===== config.mk =====
export PLATFORM = sky130hd
export DESIGN_NAME = threat_section_scanner
export DESIGN_NICKNAME = d
export VERILOG_FILES = /design/src/rtl/threat_section_scanner.sv
export SDC_FILE = /design/constraint.sdc
export NUM_CORES = 1
export LEC_CHECK = 0
export ABC_AREA = 1
export CORE_ASPECT_RATIO = 0.7
export CORE_MARGIN = 2
export CORE_UTILIZATION = 36
export DETAILED_ROUTE_END_ITERATION = 10
export SLEW_MARGIN = 40
export SYNTH_ARGS = -nofsm -noshare
export SYNTH_HDL_FRONTEND = slang
export SYNTH_SLANG_ARGS = --single-unit

===== constraint.sdc =====
create_clock -name clk_i -period 18.95 [get_ports clk_i]
set_input_delay 2.8425 -clock clk_i [delete_from_list [all_inputs] [get_ports clk_i]]
set_output_delay 2.8425 -clock clk_i [all_outputs]
set_load 0.05 [all_outputs]

===== src/rtl/threat_section_scanner.sv =====
// Threat section scanner: latches a section of two-colour cells, then repeatedly
// picks the strongest unmarked 6-cell window per colour, counts it as a
// T4/T3/T2 threat, and marks its stones so that later picks cannot reuse them.
module threat_section_scanner #(
    parameter int SECTION_SIZE = 19,
    parameter int WIN_LEN      = 6,
    parameter int CNT_W        = 2
) (
    input  logic                      clk_i,
    input  logic                      rst_ni,
    input  logic                      start_i,
    input  logic [2*SECTION_SIZE-1:0] section_i,
    output logic                      busy_o,
    output logic                      done_o,
    output logic [CNT_W-1:0]          num_t4_b_o,
    output logic [CNT_W-1:0]          num_t3_b_o,
    output logic [CNT_W-1:0]          num_t2_b_o,
    output logic [CNT_W-1:0]          num_t4_w_o,
    output logic [CNT_W-1:0]          num_t3_w_o,
    output logic [CNT_W-1:0]          num_t2_w_o,
    output logic                      sat_b_o,
    output logic                      sat_w_o
);
    localparam int NUM_WIN = SECTION_SIZE - WIN_LEN + 1;
    localparam logic [CNT_W-1:0] CNT_MAX = '1;

    typedef enum logic [1:0] {IDLE, SCAN, DONE} state_t;

    // cls: 0 none, 1 T2, 2 T3, 3 T4; mask = own stones of the chosen window
    typedef struct packed {
        logic                    hit;
        logic [1:0]              cls;
        logic [SECTION_SIZE-1:0] mask;
    } pick_t;

    state_t                       state_q, state_d;
    logic [2*SECTION_SIZE-1:0]    snap_q, snap_d;
    logic [SECTION_SIZE-1:0]      mark_b_q, mark_b_d, mark_w_q, mark_w_d;
    // counter index 0 = T2, 1 = T3, 2 = T4
    logic [2:0][CNT_W-1:0]        cnt_b_q, cnt_b_d, cnt_w_q, cnt_w_d;
    logic                         sat_b_q, sat_b_d, sat_w_q, sat_w_d;
    logic [SECTION_SIZE-1:0]      blk, wht;
    pick_t                        pb, pw;

    // Highest class wins; scanning from the top with >= leaves the lowest index on ties.
    // A cell holding both bits is also set in opp, so it blocks the window too.
    function automatic pick_t pick(input logic [SECTION_SIZE-1:0] own,
                                   input logic [SECTION_SIZE-1:0] opp,
                                   input logic [SECTION_SIZE-1:0] mrk);
        pick_t                   p;
        logic [2:0]              n;
        logic                    bad;
        logic [1:0]              c;
        logic [SECTION_SIZE-1:0] m;
        p = '0;
        for (int i = NUM_WIN - 1; i >= 0; i--) begin
            n   = '0;
            bad = 1'b0;
            m   = '0;
            for (int k = 0; k < WIN_LEN; k++) begin
                if (opp[i+k] || mrk[i+k]) bad = 1'b1;
                if (own[i+k]) begin
                    n      = n + 3'd1;
                    m[i+k] = 1'b1;
                end
            end
            case (n)
                3'd4, 3'd5: c = 2'd3;
                3'd3:       c = 2'd2;
                3'd2:       c = 2'd1;
                default:    c = 2'd0;   // six own stones is not a threat
            endcase
            if (!bad && c != 2'd0 && c >= p.cls) begin
                p.hit  = 1'b1;
                p.cls  = c;
                p.mask = m;
            end
        end
        return p;
    endfunction

    // Split the snapshot into per-colour cell vectors (cell 0 at the MSBs).
    always_comb begin
        blk = '0;
        wht = '0;
        for (int k = 0; k < SECTION_SIZE; k++) begin
            blk[k] = snap_q[2*SECTION_SIZE-1-2*k];
            wht[k] = snap_q[2*SECTION_SIZE-2-2*k];
        end
    end

    assign pb = pick(blk, wht, mark_b_q);
    assign pw = pick(wht, blk, mark_w_q);

    // Next-state: start latching, per-colour threat accounting, termination.
    always_comb begin
        state_d  = state_q;
        snap_d   = snap_q;
        mark_b_d = mark_b_q;
        mark_w_d = mark_w_q;
        cnt_b_d  = cnt_b_q;
        cnt_w_d  = cnt_w_q;
        sat_b_d  = sat_b_q;
        sat_w_d  = sat_w_q;
        case (state_q)
            IDLE: begin
                if (start_i) begin
                    state_d  = SCAN;
                    snap_d   = section_i;
                    mark_b_d = '0;
                    mark_w_d = '0;
                    cnt_b_d  = '0;
                    cnt_w_d  = '0;
                    sat_b_d  = 1'b0;
                    sat_w_d  = 1'b0;
                end
            end
            SCAN: begin
                if (pb.hit) begin
                    mark_b_d = mark_b_q | pb.mask;
                    if (cnt_b_q[pb.cls-2'd1] == CNT_MAX) sat_b_d = 1'b1;
                    else cnt_b_d[pb.cls-2'd1] = cnt_b_q[pb.cls-2'd1] + 1'b1;
                end
                if (pw.hit) begin
                    mark_w_d = mark_w_q | pw.mask;
                    if (cnt_w_q[pw.cls-2'd1] == CNT_MAX) sat_w_d = 1'b1;
                    else cnt_w_d[pw.cls-2'd1] = cnt_w_q[pw.cls-2'd1] + 1'b1;
                end
                if (!pb.hit && !pw.hit) state_d = DONE;
            end
            default: state_d = IDLE;
        endcase
    end

    // State and datapath registers; reset discards any scan in flight.
    always_ff @(posedge clk_i or negedge rst_ni) begin
        if (!rst_ni) begin
            state_q  <= IDLE;
            snap_q   <= '0;
            mark_b_q <= '0;
            mark_w_q <= '0;
            cnt_b_q  <= '0;
            cnt_w_q  <= '0;
            sat_b_q  <= 1'b0;
            sat_w_q  <= 1'b0;
        end else begin
            state_q  <= state_d;
            snap_q   <= snap_d;
            mark_b_q <= mark_b_d;
            mark_w_q <= mark_w_d;
            cnt_b_q  <= cnt_b_d;
            cnt_w_q  <= cnt_w_d;
            sat_b_q  <= sat_b_d;
            sat_w_q  <= sat_w_d;
        end
    end

    assign busy_o     = (state_q != IDLE);
    assign done_o     = (state_q == DONE);
    assign num_t4_b_o = cnt_b_q[2];
    assign num_t3_b_o = cnt_b_q[1];
    assign num_t2_b_o = cnt_b_q[0];
    assign num_t4_w_o = cnt_w_q[2];
    assign num_t3_w_o = cnt_w_q[1];
    assign num_t2_w_o = cnt_w_q[0];
    assign sat_b_o    = sat_b_q;
    assign sat_w_o    = sat_w_q;
endmodule


==> impl_results.md <==
* CTS tree: done
* Final Cell Area at 17,100 um^2
* Worst Setup End Kind: flip-flop
* Mapped Cells at 2,154
* Ant. Diodes at 0
* Worst stage delay on the critical path at 420 ps
* Detailed Place HPWL at 30.9 mm
* RePlAce Congestion at 0.888
* Overall routing resource usage at 0.191
* Biggest area consumer among synthesized cells: ha_1
* CTS Buffer Depth at 2
* Synthesized area at 14,300 um^2
* Final Cycle Share at 0.965
* Initial DRC Count at 1,069
* Post-synth top area share at 0.175
* IO Count at 57
* Min Tclk post-route at 18,290 ps
* Synthesis warning total at 0
* Vias in the first global route at 12,926
* Die outline width at 242 um
* GRT Residual Overflow at 0
* Pin count of the biggest net entering global routing at 63
* Seq/Total Area, Yosys at 0.161
* H-tree depth at 3
* Routed wire length at 41.7 mm
* Critical path class: reg2reg
* Most common cell after layout, fill and taps aside: nand2_1
* Post-synth net total at 2,395
* Worst slew pin tran at 740 ps
* First-pass GRT wire length at 64.7 mm
* Port Buf Inserts at 56
* WP data required at 19,240 ps
* Clk Latency, worst-skew pair at 390 ps
* Drt pass-1 iters at 6
* Initial Util at 0.363
* WP data arrival at 18,580 ps
* Ys async rst share at 1.00
* Pre-CTS setup slack at -1380 ps
* Yosys reg bits at 92
* Fin. Hold Viols at 0
* CP startpoint kind: flip-flop
* Fmax at 0.0547 GHz
* CP bufs+invs at 24
* Worst Setup Slack, final at 662 ps
* Area contributors post-synth: ha_1 (17%), dfrtp_1 (16%), nand2_1 (15%), xor2_1 (10%), inv_1 (7.7%)
* Crit. path cell count at 129
* Min-Delay Path Depth at 2
* WL/cell at 14.9 um
* Area growth from synthesis to layout at 19.8%
* Delay-heaviest family, CP: simple AND/OR/NAND/NOR gates
* Number of synthesized flops with an enable pin at 0
* Most frequent cell on the critical path: nand2_1
* CP Max Fanout at 7
* Core area at 39,500 um^2
* Reg clk slew, reported paths at 90 ps
* Die Ht at 171 um
* Via count at 14,054
* Max_slew headroom at 0.507
* DIE AREA at 41,400 um^2
* CTS Sinks at 92
* Placed Instance Area at 15,500 um^2
* Initial antenna violation count at 0
* Slowest-stage cell, CP: dfrtp_1
* Clock skew at 15.1 ps
* Share of layout cells above drive strength 1 at 0.181
* Core Rows at 61
* Detail Route Antenna Nets at 0
* Status: finished, final reports clean
* Final setup fails at 0
* Num CTS Buffers at 9
* Avg Inst Size Synth at 6.65 um^2
* DR vias/cell at 5.01
* Fin. max-slew vios at 0
* DRC errors left at 0
* Cells on worst reg2reg path at 129
* Clk root buf: clkbuf_16
* Unique masters post-synth at 60
* Hold WC Path Type: reg2reg
* Max-Cap Viols at 0
* Most frequent cells in the layout: nand2_1 (564), inv_1 (277), ha_1 (178)
* Fin nets at 2,506
* Top FF cell, synth: dfrtp_1
through the flow:
stage | hold slack (ps) | TNS (ps) | util | instances
global placement | 466 | -14250 | 0.392 | 2729
CTS | 490 | 0 | 0.404 | 2749
finish | 489 | 0 | 0.435 | 2805
detailed placement | 475 | -21670 | 0.392 | 2729
floorplan | 447 | 0 | - | 2154
global route | 508 | -8870 | 0.435 | 2805
state kept, by name, summed over array words and instances (netlist names):
| name | count |
|---|---|
| sat_w_o | 1 |
| num_t2_b_o | 2 |
| num_t3_w_o | 2 |
| num_t3_b_o | 2 |
| num_t4_w_o | 2 |
| num_t4_b_o | 2 |
| state_q | 2 |
| num_t2_w_o | 2 |
| sat_b_o | 1 |
| mark_b_q | 19 |
| snap_q | 38 |
| mark_w_q | 19 |
area by class of cell:
class,count,area [um^2]
Clock buffer,9,225
Clock inverter,7,92.6
Fill cell,4034,22300
Inverter,331,1290
Multi-Input combinational cell,1683,11300
Sequential cell,92,2300
Tap cell,535,669
Timing Repair Buffer,148,1280
metal layers:
layer	up-vias	wire, um	global-route usage
li1	7161	-	-
met1	6526	21100	0.279
met2	312	18100	0.302
met3	55	1800	0.0182
met4	0	666	0.0443
met5	-	0	0
path summary, 6_finish.rpt:
| path | from | to | slack (ps) |
|---|---|---|---|
| max | snap_q[10]$_DFFE_PN0P_ | num_t4_w_o[1]$_DFFE_PN0P_ | 660 |
| min reg2reg | mark_w_q[11]$_DFFE_PN0P_ | mark_w_q[11]$_DFFE_PN0P_ | 490 |
| min | mark_w_q[11]$_DFFE_PN0P_ | mark_w_q[11]$_DFFE_PN0P_ | 490 |
| max in group asynchronous | rst_ni | mark_w_q[18]$_DFFE_PN0P_ | 15500 |
| min in group asynchronous | rst_ni | snap_q[23]$_DFFE_PN0P_ | 2440 |
| max reg2reg | snap_q[10]$_DFFE_PN0P_ | num_t4_w_o[1]$_DFFE_PN0P_ | 660 |
worst register-to-register path, delay by kind of cell, from the launching register on:
family	cells	cell delay, ps
DFF	1	420
AOI/OAI and AO/OA	23	2900
buffers and inverters	24	2210
adders and majority gates	19	5020
xor gates and xnor gates	2	250
and+or+nand+nor	61	7450
repair_timing:
| item | in CTS | in global routing |
|---|---|---|
| pin swaps | 6 | 75 |
| resized for setup | 20 | 178 |
| setup endpoints to repair | 34 | 54 |
| hold buffers | 0 | 0 |
| buffers inserted | 4 | 56 |
| endpoints found under the hold margin | 0 | 0 |
kinds of logic (layout without fill, tap and decap cells):
family / Yosys count / after routing / synth area share
DFF: 92 / 92 / 0.161
buffers and inverters: 379 / 495 / 0.110
and+or+nand+nor: 1033 / 1033 / 0.320
AOI/OAI and AO/OA: 263 / 263 / 0.113
muxes: 1 / 1 / 0.000699
xor gates and xnor gates: 186 / 186 / 0.121
adders and majority gates: 200 / 200 / 0.175
cells in the mapped netlist, types with 5 or more instances:
cell / instances
nand2_1: 585
inv_1: 293
ha_1: 200
xor2_1: 166
nor2_1: 149
nand3_1: 126
o21ai_0: 98
dfrtp_1: 92
nand2_2: 40
a21oi_1: 38
nor3_1: 30
inv_2: 27
a31oi_1: 23
o21ai_1: 23
nor4_1: 22
a211oi_1: 21
nand4_1: 19
or2_2: 19
buf_4: 16
o21a_1: 15
clkbuf_1: 14
o21ai_2: 9
xor2_2: 9
nand3_2: 8
xnor2_1: 8
buf_2: 7
buf_6: 7
nand3b_1: 7
nor4_2: 7
o211ai_1: 7
inv_4: 6
clkinv_1: 5
nand2_4: 5
nor2_2: 5
o31ai_1: 5
Power is not shown: default switching activity piles up to over one toggle a cycle in this logic, so the estimate is an artifact.
